File: config.mk
export PLATFORM = sky130hd
export DESIGN_NAME = uart_rx_core
export DESIGN_NICKNAME = d
export VERILOG_FILES = /design/src/rtl/uart_pkg.sv /design/src/rtl/uart_rx_sync.sv /design/src/rtl/uart_rx_core.sv
export SDC_FILE = /design/constraint.sdc
export NUM_CORES = 1
export LEC_CHECK = 0
export BUFFER_PORTS_ARGS = -buffer_cell sky130_fd_sc_hd__buf_2
export CORE_MARGIN = 3
export CORE_UTILIZATION = 50
export DETAILED_ROUTE_END_ITERATION = 8
export PLACE_DENSITY = 0.8
export SYNTH_ARGS = -nofsm -noshare
export SYNTH_HDL_FRONTEND = slang
export SYNTH_HIERARCHICAL = 1
export SYNTH_SLANG_ARGS = --single-unit
File: constraint.sdc
create_clock -name i_clk -period 3.8 [get_ports i_clk]
set_input_delay 0.76 -clock i_clk [delete_from_list [all_inputs] [get_ports i_clk]]
set_output_delay 0.76 -clock i_clk [all_outputs]
set_load 0.05 [all_outputs]
File: src/rtl/uart_pkg.sv
// +----------------------------------------------------------------------+
// | uart_pkg                                                             |
// | Shared types and constants for the UART receive path.                |
// | Revision: 1.0                                                        |
// +----------------------------------------------------------------------+
`default_nettype none

package uart_pkg;

  typedef enum logic [2:0] {
    IDLE   = 3'd0,
    START  = 3'd1,
    DATA   = 3'd2,
    PARITY = 3'd3,
    STOP   = 3'd4,
    GUARD  = 3'd5,
    BREAK  = 3'd6
  } rx_state_t;

  localparam int SYNC_STAGES = 2;

  // Bit-period counter must hold CLKS_PER_BIT itself.
  function automatic int cnt_width(input int clks_per_bit);
    return $clog2(clks_per_bit + 1);
  endfunction

endpackage

`default_nettype wire

File: src/rtl/uart_rx_sync.sv
// +----------------------------------------------------------------------+
// | uart_rx_sync                                                         |
// | Multi-flop synchroniser for an idle-high asynchronous serial line.   |
// | Revision: 1.0                                                        |
// +----------------------------------------------------------------------+
`default_nettype none

module uart_rx_sync #(
  parameter int STAGES = 2
) (
  input  logic clk,
  input  logic rst,
  input  logic async_in,
  output logic sync_out
);

  logic [STAGES-1:0] chain;

  // Reset to the idle level so a reset never looks like a start bit.
  always_ff @(posedge clk) begin
    if (rst) begin
      chain <= '1;
    end else begin
      chain <= {chain[STAGES-2:0], async_in};
    end
  end

  assign sync_out = chain[STAGES-1];

endmodule

`default_nettype wire

File: src/rtl/uart_rx_core.sv
// +----------------------------------------------------------------------+
// | uart_rx_core                                                         |
// | Mid-bit sampling UART receiver with a ready/valid holding register.  |
// | Optional parity checking is built when UART_RX_PARITY_EN is defined. |
// | Revision: 1.0                                                        |
// +----------------------------------------------------------------------+
`default_nettype none

module uart_rx_core
  import uart_pkg::*;
#(
  parameter int CLKS_PER_BIT = 10,
  parameter int DATA_BITS    = 8,
  parameter int MSB_FIRST    = 1,
  parameter int STOP_BITS    = 1,
  parameter int PARITY_ODD   = 0
) (
  input  logic                 i_clk,
  input  logic                 i_rst,
  input  logic                 i_rx_data_line,
  input  logic                 i_data_ack,
  output logic [DATA_BITS-1:0] o_data_byte_out,
  output logic                 o_data_ready,
  output logic                 o_frame_err,
  output logic                 o_parity_err,
  output logic                 o_overrun,
  output logic                 o_busy
);

  localparam int CNT_W = cnt_width(CLKS_PER_BIT);
  localparam int IDX_W = $clog2(DATA_BITS);
  localparam logic [CNT_W-1:0] BIT_CNT  = CNT_W'(CLKS_PER_BIT);
  localparam logic [CNT_W-1:0] HALF_CNT = CNT_W'(CLKS_PER_BIT / 2);
  localparam logic [IDX_W-1:0] LAST_IDX = IDX_W'(DATA_BITS - 1);

  if (CLKS_PER_BIT < 4 || DATA_BITS < 5 || DATA_BITS > 9 ||
      (STOP_BITS != 1 && STOP_BITS != 2) ||
      (PARITY_ODD != 0 && PARITY_ODD != 1)) begin : g_bad_params
    $error("uart_rx_core: unsupported parameter set");
  end

  rx_state_t            state;
  rx_state_t            state_next;
  logic                 rx_s;
  logic [CNT_W-1:0]     cnt;
  logic [CNT_W-1:0]     cnt_val;
  logic                 cnt_load;
  logic                 expire;
  logic [IDX_W-1:0]     bit_idx;
  logic [IDX_W-1:0]     bit_pos;
  logic [DATA_BITS-1:0] shreg;
  logic                 sample_data;
  logic                 complete;

  uart_rx_sync #(
    .STAGES (SYNC_STAGES)
  ) u_sync (
    .clk      (i_clk),
    .rst      (i_rst),
    .async_in (i_rx_data_line),
    .sync_out (rx_s)
  );

  assign expire  = (cnt == CNT_W'(1));
  assign bit_pos = (MSB_FIRST != 0) ? (LAST_IDX - bit_idx) : bit_idx;
  assign o_busy  = (state != IDLE);

`ifdef UART_RX_PARITY_EN
  logic sample_par;
  logic par_err;
`endif

  always_ff @(posedge i_clk) begin
    if (i_rst) begin
      state <= IDLE;
    end else begin
      state <= state_next;
    end
  end

  always_comb begin
    state_next  = state;
    cnt_load    = 1'b0;
    cnt_val     = BIT_CNT;
    sample_data = 1'b0;
    complete    = 1'b0;
`ifdef UART_RX_PARITY_EN
    sample_par  = 1'b0;
`endif
    case (state)
      IDLE: begin
        if (!rx_s) begin
          state_next = START;
          cnt_load   = 1'b1;
          cnt_val    = HALF_CNT;
        end
      end
      START: begin
        if (expire) begin
          if (!rx_s) begin
            state_next = DATA;
            cnt_load   = 1'b1;
          end else begin
            state_next = IDLE;
          end
        end
      end
      DATA: begin
        if (expire) begin
          sample_data = 1'b1;
          cnt_load    = 1'b1;
          if (bit_idx == LAST_IDX) begin
`ifdef UART_RX_PARITY_EN
            state_next = PARITY;
`else
            state_next = STOP;
`endif
          end
        end
      end
`ifdef UART_RX_PARITY_EN
      PARITY: begin
        if (expire) begin
          sample_par = 1'b1;
          cnt_load   = 1'b1;
          state_next = STOP;
        end
      end
`endif
      STOP: begin
        if (expire) begin
          complete = 1'b1;
          if (!rx_s) begin
            state_next = BREAK;
          end else if (STOP_BITS == 2) begin
            state_next = GUARD;
            cnt_load   = 1'b1;
          end else begin
            state_next = IDLE;
          end
        end
      end
      GUARD: begin
        if (expire) begin
          state_next = IDLE;
        end
      end
      BREAK: begin
        if (rx_s) begin
          state_next = IDLE;
        end
      end
      default: state_next = IDLE;
    endcase
  end

  always_ff @(posedge i_clk) begin
    if (i_rst) begin
      cnt     <= '0;
      bit_idx <= '0;
      shreg   <= '0;
    end else begin
      if (cnt_load) begin
        cnt <= cnt_val;
      end else if (cnt != '0) begin
        cnt <= cnt - 1'b1;
      end
      if (state == START) begin
        bit_idx <= '0;
      end else if (sample_data) begin
        bit_idx <= bit_idx + 1'b1;
      end
      if (sample_data) begin
        shreg[bit_pos] <= rx_s;
      end
    end
  end

`ifdef UART_RX_PARITY_EN
  always_ff @(posedge i_clk) begin
    if (i_rst) begin
      par_err <= 1'b0;
    end else if (sample_par) begin
      par_err <= rx_s ^ (^shreg) ^ 1'(PARITY_ODD);
    end
  end
`endif

  // A completing frame wins over a plain ack; ack in the same cycle frees the slot.
  always_ff @(posedge i_clk) begin
    if (i_rst) begin
      o_data_byte_out <= '0;
      o_data_ready    <= 1'b0;
      o_frame_err     <= 1'b0;
      o_overrun       <= 1'b0;
    end else begin
      o_overrun <= 1'b0;
      if (complete) begin
        if (!o_data_ready || i_data_ack) begin
          o_data_byte_out <= shreg;
          o_data_ready    <= 1'b1;
          o_frame_err     <= !rx_s;
        end else begin
          o_overrun <= 1'b1;
        end
      end else if (i_data_ack && o_data_ready) begin
        o_data_ready <= 1'b0;
        o_frame_err  <= 1'b0;
      end
    end
  end

`ifdef UART_RX_PARITY_EN
  always_ff @(posedge i_clk) begin
    if (i_rst) begin
      o_parity_err <= 1'b0;
    end else if (complete) begin
      if (!o_data_ready || i_data_ack) begin
        o_parity_err <= par_err;
      end
    end else if (i_data_ack && o_data_ready) begin
      o_parity_err <= 1'b0;
    end
  end
`else
  assign o_parity_err = 1'b0;
`endif

endmodule

`default_nettype wire

==> flow_summary_export.csv, run 1 <==
group,metric,value,unit
logic_synthesis,synth_top_area_frac,0.439,
detailed_routing,remaining_drc_errors,0,
clock_network,cts_tree,"yes",
critical_path,path_class,"register to primary output",
logic_synthesis,ys_types,40,
detailed_routing,dr.pass1.iters,4,
min_path,whs_path_depth,1,
critical_path,startpoint_type,"register",
critical_path,crit_path_cell_trace,"or3_1 -> buf_2",
pwr,switching_power,0.248,mW
detailed_routing,wirelength,2.89,mm
logic_synthesis,synth_warnings,6,
logic_synthesis,syn-cell-area,0.00141,mm²
flow_run,maxCapViolations,0,
global_routing,grt_pass1_wl,5.06,mm
pwr,pwr_density_cell,485,mW/mm²
logic_synthesis,avgSynthCellArea,9.06,µm²
global_routing,grt_pass1_vias,1112,
finish,drive_gt1_frac,0.160,
finish,final_cell_area,0.00153,mm²
critical_path,crit_path_start,"state[1]",
critical_path,r2r-end,"cnt[3]",
critical_path,regToRegSetupSlack,1.73,ns
floorplan,core_area,0.00259,mm²
global_routing,overflow,0,
detailed_routing,wl_per_cell,14.5,µm
logic_synthesis,syn_nets,165,
global_routing,grt_use_total,0.195,
floorplan,rows,18,
global_routing,grt_antenna_before_repair,0,
timing,hold_viol_final,0,
critical_path,worstPathMaxFanout,8,
pwr,seq_power_share,0.502,
logic_synthesis,synth_area_leaders,"dfxtp_1 (44%), mux2i_1 (11%), nor2_1 (6.6%)",
min_path,whs_endpoint,"u_sync/chain[1]",
timing,period_share,0.549,
critical_path,arrival,1.33,ns
timing,tns,0,ns
finish,nNetsFinal,177,
critical_path,reg2reg_from,"cnt[1]",
clock_network,cts_buffers,5,
timing,worst_slew_pin_slew,0.664,ns
run_status,status,"complete, no violations",
critical_path,cp_slowest_cell,"or3_1",
floorplan,chipHeight,59.2,µm
detailed_routing,vias,1144,
global_routing,grt_max_degree,31,
timing,slew_headroom,0.556,
finish,fillCellCount,235,
clock_network,cts_sinks,31,
critical_path,end_kind,"primary output",
timing,whs,0.421,ns
pwr,p_leak,0.656,nW
critical_path,critPathMaxStageDelay,0.40,ns
finish,diodes,0,
clock_network,ctsHoldBuffers,0,
place,place_area,0.00147,mm²
place,hpwlAfterDp,2.00,mm
finish,synthToLayoutAreaGrowth,7.96,%
detailed_routing,viasPerCell,5.75,
timing,setup_viol,0,
floorplan,start_util,0.546,
logic_synthesis,ys_seq_area_frac,0.439,
floorplan,die_w,59.2,µm
floorplan,dieArea,0.00350,mm²
clock_network,postCtsSetupRepairBufs,0,
floorplan,io_pins,17,
clock_network,cts_resized,0,
detailed_routing,ant_nets,0,
finish,fin_cells,199,
min_path,worstHoldStart,"u_sync/chain[0]",
timing,drv_slew,0,
critical_path,cp.required,3.04,ns
pwr,combPwrFrac,0.253,
logic_synthesis,synth_top_area_cell,"dfxtp_1",
clock_network,cts_root_buf,"clkbuf_4",
timing,layout_min_cycle_time,2.09,ns
pwr,pwr-share-clk,0.245,
critical_path,r2r_cells,6,
clock_network,cts_buffer_depth,2,
pwr,irDropWorstVdd,0.301,mV
clock_network,cts.clk_slew.worst_paths,0.10,ns
min_path,hp-class,"register to register",
pwr,intPower,0.493,mW
pwr,p_sw_frac,0.334,
clock_network,cts_htree_levels,2,
place,port_buffers,15,
pwr,totalPowerFinal,0.741,mW
logic_synthesis,postSynthCellCount,156,
detailed_routing,first_iter_violations,65,
place,place_inst,191,
logic_synthesis,ys_seq_elements,31,
timing,fmax,480,MHz
place,gp_congestion,0.862,
timing,fin_skew,0.00895,ns
timing,rsz0062_at_grt,"false",
clock_network,clkLatencyLatePin,0.33,ns
critical path: cells and delay by family, from the launching register on:
| family | cells | cell delay (ns) |
|---|---|---|
| buf+inv | 1 | 0.22 |
| flops | 1 | 0.38 |
| simple gates | 1 | 0.40 |
cell families after synthesis:
group | count (synthesis) | synth area share
multiplexers | 16 | 0.113
buffers and inverters | 17 | 0.0593
AO/OA/AOI/OAI | 18 | 0.0894
AND/OR/NAND/NOR | 66 | 0.240
other | 1 | 0.00265
flip-flops | 31 | 0.439
adder cells (fa/ha/maj) | 5 | 0.0442
XOR/XNOR | 2 | 0.0124
routing by layer:
layer  GRT usage  vias to the layer above  part of all wire
met5           0                        -                 0
met4      0.0874                        0             0.024
met3      0.0675                       10             0.055
met2       0.304                       41              0.49
met1       0.243                      526              0.43
li1            -                      567                 -
flip-flops by register name (all words and copies together) (netlist names):
| name | cells |
|---|---|
| bit_idx | 3 |
| cnt | 4 |
| o_data_byte_out | 8 |
| o_data_ready | 1 |
| o_frame_err | 1 |
| o_overrun | 1 |
| shreg | 8 |
| state | 3 |
| u_sync/chain | 2 |
power groups by stage:
stage	Clock, mW	Sequential [mW]	Combinational, mW
4_1_cts	0.188	0.371	0.187
6_report	0.182	0.372	0.188
2_1_floorplan	0	0.370	0.161
3_3_place_gp	0	0.377	0.168
3_5_place_dp	0	0.377	0.187
5_1_grt	0.203	0.376	0.212
per-stage QoR:
stage               worst slack (ns)   util
floorplan                       1.91      -
global placement                1.80  0.569
detailed placement              1.74  0.569
CTS                             1.70  0.589
global route                    1.50  0.589
finish                          1.71  0.589
cell usage in the layout, fill, tap and decap left out, types with 2 or more instances in the layout:
cell | netlist | routed
dfxtp_1 | 31 | 31
nor2_1 | 25 | 25
mux2i_1 | 16 | 16
buf_2 | 0 | 15
nand2_1 | 8 | 8
inv_1 | 6 | 6
nor4_1 | 6 | 6
ha_1 | 5 | 5
clkbuf_4 | 0 | 5
a31oi_1 | 4 | 4
a21oi_1 | 4 | 4
nand2b_1 | 4 | 4
a211oi_1 | 3 | 3
nand3_1 | 3 | 3
nand4_1 | 3 | 3
or3_1 | 2 | 2
nor3b_1 | 2 | 2
or3b_2 | 2 | 2
nor3_1 | 2 | 2
or2_1 | 2 | 2
cells in the mapped netlist (all sizes together):
| cell | count |
|---|---|
| a2111o | 1 |
| a211oi | 3 |
| a21boi | 1 |
| a21oi | 4 |
| a2bb2oi | 1 |
| a311oi | 1 |
| a31oi | 4 |
| a41oi | 1 |
| and2 | 1 |
| and3 | 1 |
| buf | 5 |
| clkbuf | 6 |
| conb | 1 |
| dfxtp | 31 |
| ha | 5 |
| inv | 6 |
| mux2i | 16 |
| nand2 | 8 |
| nand2b | 4 |
| nand3 | 3 |
| nand3b | 1 |
| nand4 | 3 |
| nor2 | 25 |
| nor2b | 1 |
| nor3 | 2 |
| nor3b | 2 |
| nor4 | 6 |
| o21ai | 1 |
| o32ai | 1 |
| or2 | 3 |
| or3 | 2 |
| or3b | 3 |
| or4 | 1 |
| xnor2 | 1 |
| xor2 | 1 |
cell type report:
class	count	area (µm²)	area share
clock inverter	2	12.5	0.00820
timing repair buffer	16	82.6	0.0541
inverter	6	22.5	0.0148
multi-input combinational	108	709	0.465
tap	30	37.5	0.0246
sequential	31	621	0.407
clock buffer	6	41.3	0.0270
worst max path at each step:
stage,end
floorplan,cnt[2]
global placement,o_frame_err
detailed placement,o_frame_err
CTS,o_busy
global route,o_frame_err
finish,o_busy
Note: power is estimated with default switching activity, not from simulation.
==> run 2: changes to the inputs <==
==> constraint.sdc (replaced) <==
create_clock -name i_clk -period 2 [get_ports i_clk]
set_input_delay 0.4 -clock i_clk [delete_from_list [all_inputs] [get_ports i_clk]]
set_output_delay 0.4 -clock i_clk [all_outputs]
set_load 0.05 [all_outputs]
==> run 2 against run 1 <==
Setup slack lost 1.7 ns. Largest power group unchanged. Via count grew 1.5%. Largest cell class unchanged. Power grew 92%. Non-clock buffer count grew 5. Sequential share of layout area shrank 1.2 points. Combinational power grew 96%.
==> flow_summary_export.csv, run 2 (same netlist as run 1, synthesis figures left out) <==
group,metric,value,unit
run_status,status,"complete, no violations",
critical_path,startpoint_type,"register",
clock_network,cts_buffer_depth,2,
clock_network,cts_resized,0,
pwr,irDropWorstVdd,0.748,mV
timing,worst_slew_pin_slew,0.538,ns
critical_path,crit_path_cell_trace,"inv_1 -> ha_1 -> or3b_1 -> buf_4 -> nor4_1 -> mux2i_1 -> nor2_1",
critical_path,cp_num_buf_inv,2,
finish,fillCellCount,235,
floorplan,die_w,59.2,µm
place,hpwlAfterDp,2.01,mm
flow_run,maxCapViolations,0,
min_path,hp-class,"input port to register",
floorplan,rows,18,
critical_path,cp_top_family,"simple AND/OR/NAND/NOR gates",
timing,hold_viol_final,0,
finish,most-common-layout-cells,"dfxtp_1 (30), nor2_1 (25), mux2i_1 (16)",
global_routing,overflow,0,
timing,whs,0.245,ns
critical_path,critPathMaxStageDelay,0.44,ns
critical_path,path_class,"register to register",
global_routing,grt_pass1_wl,4.55,mm
clock_network,postCtsSetupRepairBufs,0,
clock_network,clkLatencyLatePin,0.33,ns
detailed_routing,first_iter_violations,51,
clock_network,cts_buffers,5,
floorplan,dieArea,0.00350,mm²
floorplan,core_area,0.00259,mm²
timing,drv_slew,0,
finish,synthToLayoutAreaGrowth,11.6,%
timing,tns,0,ns
detailed_routing,dr.pass1.iters,4,
detailed_routing,wirelength,2.81,mm
finish,reg_top3,"o_data_byte_out: 8 flops, shreg: 8 flops, cnt: 4 flops",
timing,fin_skew,0.00539,ns
clock_network,cts.clk_slew.worst_paths,0.09,ns
floorplan,chipHeight,59.2,µm
floorplan,start_util,0.546,
place,port_buffers,15,
finish,fin_cells,204,
critical_path,arrival,2.20,ns
critical_path,worstPathMaxFanout,7,
finish,diodes,0,
pwr,p_leak,0.681,nW
global_routing,grt_pass1_vias,1061,
detailed_routing,vias,1161,
place,pre_cts_slack,0.0637,ns
finish,drive_gt1_frac,0.201,
critical_path,end_kind,"register",
timing,layout_min_cycle_time,1.99,ns
timing,slew_headroom,0.641,
clock_network,ctsHoldBuffers,0,
timing,fmax,502,MHz
global_routing,grt_max_degree,31,
detailed_routing,ant_nets,0,
finish,layout_commonest_cell,"dfxtp_1",
timing,rsz0062_at_grt,"true",
clock_network,cts_tree,"yes",
pwr,pwr_density_cell,903,mW/mm²
critical_path,cp_slowest_cell,"nor4_1",
critical_path,cp.required,2.21,ns
floorplan,io_pins,17,
place,place_inst,196,
clock_network,cts_sinks,31,
timing,setup_viol,0,
finish,nNetsFinal,182,
timing,post-route-worst-setup-slack,0.00874,ns
global_routing,grt_use_total,0.175,
detailed_routing,viasPerCell,5.69,
detailed_routing,remaining_drc_errors,0,
finish,final_core_util,0.609,
clock_network,cts_htree_levels,2,
clock_network,cts_root_buf,"clkbuf_4",
detailed_routing,wl_per_cell,13.8,µm
timing,period_share,0.996,
global_routing,grt_antenna_before_repair,0,
place,gp_congestion,0.758,
-- run 2: changes by cell type in the layout (fill, tap and decap cells not counted), sizes merged --
cell  delta
buf      +5
-- run 2: stage by stage --
step | total power [mW] | area [µm²]
floorplan | 1.01 | 1410
global placement | 1.05 | 1510
detailed placement | 1.08 | 1510
CTS | 1.43 | 1560
global route | 1.52 | 1580
finish | 1.42 | 1580
-- run 2: layout make-up --
class                   count  area, µm²  area share
clock inverters             2       12.5     0.00793
repair buffers             21        120      0.0761
flip-flops and latches     31        622       0.394
inverters                   6       22.5      0.0143
well taps                  30       37.5      0.0238
multi-input cells         108        722       0.458
clock buffers               6       41.3      0.0262
-- run 2: final timing paths --
check	endpoint	depth (start not counted)	from	slack [ns]
worst max-delay path	shreg[4]	7	cnt[1]	0.009
worst max register to register	shreg[4]	7	cnt[1]	0.009
worst min register to register	u_sync/chain[1]	1	u_sync/chain[0]	0.41
worst min-delay path	u_sync/chain[0]	2	i_rx_data_line	0.24
-- run 2: per-layer routing --
layer	GRT usage	wire length [µm]	vias up
met1	0.198	1260	553
met5	0	0	-
met4	0.0744	37	0
met2	0.290	1380	22
li1	-	-	581
met3	0.0697	141	5
-- run 2: where the power goes --
group          internal (mW)  leakage [nW]  switching [mW]  total [mW]
logic                  0.157         0.402           0.211       0.369
registers              0.660         0.251          0.0461       0.706
clock network          0.135        0.0282           0.215       0.350
total                  0.952         0.681           0.472        1.42
-- run 2: worst reg2reg max path, stage by stage, from the launching register on --
cell and delay, ns:
dfxtp_1 0.33, inv_1 0.09, ha_1 0.15, or3b_1 0.38
buf_4 0.19, nor4_1 0.44, mux2i_1 0.23, nor2_1 0.06
==> run 3: changes to the inputs <==
--- a/config.mk
+++ b/config.mk
@@ -9,8 +9,8 @@
 export CORE_MARGIN = 3
 export CORE_UTILIZATION = 50
 export DETAILED_ROUTE_END_ITERATION = 8
+export MAX_ROUTING_LAYER = met4
 export PLACE_DENSITY = 0.8
 export SYNTH_ARGS = -nofsm -noshare
 export SYNTH_HDL_FRONTEND = slang
-export SYNTH_HIERARCHICAL = 1
 export SYNTH_SLANG_ARGS = --single-unit
==> run 3 against run 2 <==
Final cell count is 4.4% higher. Critical path depth is 4 lower. Clock-buffer cell count stayed put. Sequential cell count stayed put. Hold slack better by 0.0054 ns. Setup slack better by 0.17 ns. Via count is 5.1% higher. Clock skew is 0.0036 ns higher. Wire length is 2.9% higher. Critical endpoint is now o_busy. Largest cell class unchanged. Largest power group unchanged.
==> flow_summary_export.csv, run 3 <==
group,metric,value,unit
timing,worst_slew_pin_slew,0.603,ns
finish,layout_commonest_cell,"dfxtp_1",
timing,fmax,550,MHz
clock_network,ctsHoldBuffers,0,
min_path,hp-class,"input port to register",
pwr,pwr-share-clk,0.278,
logic_synthesis,avgSynthCellArea,9.06,µm²
global_routing,grt_max_degree,28,
floorplan,rows,19,
logic_synthesis,synth_common_cells,"dfxtp_1 (31), nor2_1 (26), mux2i_1 (16)",
global_routing,grt_pass1_vias,1145,
detailed_routing,dr.pass1.iters,5,
logic_synthesis,synthFlopType,"dfxtp_1",
clock_network,cts_tree,"yes",
logic_synthesis,async_flop_share,0,
logic_synthesis,synth_top_area_cell,"dfxtp_1",
timing,rsz0062_at_grt,"false",
clock_network,cts_root_buf,"clkbuf_4",
clock_network,cts_sinks,31,
place,pre_cts_slack,0.0755,ns
detailed_routing,viasPerCell,5.73,
pwr,irDropWorstVdd,0.694,mV
floorplan,core_area,0.00283,mm²
timing,period_share,0.908,
finish,fin_cells,213,
critical_path,cp_top_family,"buffers and inverters",
floorplan,chipHeight,61.2,µm
global_routing,grt_antenna_before_repair,0,
floorplan,io_pins,17,
pwr,pwr_density_cell,970,mW/mm²
pwr,intPower,1.12,mW
clock_network,postCtsSetupRepairBufs,0,
pwr,totalPowerFinal,1.62,mW
finish,diodes,0,
critical_path,critPathMaxStageDelay,0.39,ns
clock_network,cts_htree_levels,2,
logic_synthesis,synth_top_area_frac,0.408,
detailed_routing,wl_per_cell,13.6,µm
clock_network,cts_buffers,5,
logic_synthesis,ys_seq_area_frac,0.408,
finish,final_core_util,0.592,
timing,layout_min_cycle_time,1.82,ns
critical_path,cp_slowest_cell,"or3_1",
place,gp_congestion,0.847,
floorplan,dieArea,0.00374,mm²
logic_synthesis,yosysMostFrequentCell,"dfxtp_1",
critical_path,crit_path_cell_trace,"buf_4 -> or3_1 -> buf_2",
finish,most-common-layout-cells,"dfxtp_1 (31), nor2_1 (26), mux2i_1 (16)",
global_routing,grt_pass1_wl,4.96,mm
pwr,p_leak,0.705,nW
pwr,seq_power_share,0.436,
run_status,status,"complete, no violations",
detailed_routing,vias,1220,
logic_synthesis,synth_area_leaders,"dfxtp_1 (41%), mux2i_1 (11%), nor2_1 (6.4%)",
timing,tns,0,ns
detailed_routing,remaining_drc_errors,0,
timing,drv_slew,0,
clock_network,cts_buffer_depth,2,
critical_path,path_class,"register to primary output",
clock_network,cts.clk_slew.worst_paths,0.09,ns
flow_run,maxCapViolations,0,
floorplan,start_util,0.538,
finish,nNetsFinal,191,
global_routing,grt_use_total,0.185,
timing,post-route-worst-setup-slack,0.183,ns
critical_path,cp.required,1.60,ns
timing,hold_viol_final,0,
floorplan,die_w,61.2,µm
critical_path,end_kind,"primary output",
timing,fin_skew,0.00902,ns
critical_path,worstPathMaxFanout,13,
place,place_inst,206,
pwr,switching_power,0.505,mW
logic_synthesis,syn-cell-area,0.00152,mm²
logic_synthesis,syn_nets,177,
logic_synthesis,ys_types,35,
detailed_routing,first_iter_violations,34,
critical_path,arrival,1.42,ns
clock_network,clkLatencyLatePin,0.32,ns
timing,setup_viol,0,
pwr,combPwrFrac,0.286,
place,hpwlAfterDp,2.10,mm
detailed_routing,wirelength,2.89,mm
logic_synthesis,postSynthCellCount,168,
logic_synthesis,synth-edff-count,0,
finish,drive_gt1_frac,0.203,
place,port_buffers,15,
critical_path,startpoint_type,"register",
logic_synthesis,ys_seq_elements,31,
finish,reg_top3,"o_data_byte_out: 8 flops, shreg: 8 flops, cnt: 4 flops",
global_routing,overflow,0,
logic_synthesis,synth_warnings,0,
detailed_routing,ant_nets,0,
finish,synthToLayoutAreaGrowth,10.0,%
critical_path,cp_num_buf_inv,2,
timing,slew_headroom,0.597,
pwr,p_sw_frac,0.311,
finish,fillCellCount,235,
run 3: cell types whose count changed after synthesis, moves of 3 or more:
cell | before | now
nor4_1 | 6 | 0
buf_2 | 0 | 4
nor3_1 | 2 | 5
nor4_2 | 0 | 6
a31oi_1 | 4 | 0
nand2b_1 | 4 | 7
run 3: metal layers:
metal,vias to the layer above,wire (µm),global-route usage
li1,614,-,-
met4,0,65,0.0929
met5,-,0,-
met3,8,167,0.0503
met1,566,1300,0.236
met2,32,1360,0.269
run 3: final cells by class:
cell class                 count  area [µm²]  area share
sequential                    31         621       0.371
multi-input combinational    119         812       0.485
tap                           31        38.8      0.0232
inverter                       5        18.8      0.0112
clock inverter                 1        30.0      0.0179
clock buffer                   6        41.3      0.0247
timing repair buffer          20         113      0.0673
run 3: worst paths after layout:
check	from	to	slack, ns	cells after the start
setup / recovery	state[2]	o_busy	0.18	3
hold / removal	i_rx_data_line	u_sync.chain[0]	0.25	2
setup reg to reg	cnt[1]	shreg[2]	0.19	6
hold reg to reg	u_sync.chain[0]	u_sync.chain[1]	0.43	1
run 3: repair_timing:
| action | in CTS | in global routing |
|---|---|---|
| hold endpoints to repair | 0 | 0 |
| resized for setup | 0 | 1 |
| endpoints found under the setup margin | 0 | 5 |
run 3: worst reg2reg max path, stage by stage (launching register included):
cell     delay (ns)
dfxtp_1        0.34
inv_1          0.10
ha_1           0.16
or3b_4         0.46
nor4_2         0.34
mux2i_1        0.22
nor2_1         0.06
run 3: cell families (layout without fill, tap and decap cells):
family                   Yosys count  in the layout  share of synthesized area
AO/OA/AOI/OAI                     24             24                      0.112
flip-flops                        31             31                      0.408
buffers and inverters             18             32                     0.0600
XOR/XNOR                           2              2                     0.0115
adder cells (fa/ha/maj)            5              5                     0.0411
multiplexers                      16             16                      0.105
AND/OR/NAND/NOR                   71             71                      0.260
other                              1              1                    0.00246
run 3: metrics by stage:
stage | area (µm²) | hold WS (ns)
2_1_floorplan | 1520 | 0.389
3_3_place_gp | 1600 | 0.397
3_5_place_dp | 1600 | 0.407
4_1_cts | 1670 | 0.242
5_1_grt | 1670 | 0.231
6_report | 1670 | 0.250
run 3: power groups by stage:
stage | combinational, mW | sequential (mW) | clock, mW
after floorplan | 0.403 | 0.703 | 0
after global placement | 0.426 | 0.713 | 0
after detailed placement | 0.447 | 0.718 | 0
after CTS | 0.447 | 0.704 | 0.462
after global routing | 0.519 | 0.713 | 0.501
final | 0.465 | 0.708 | 0.452
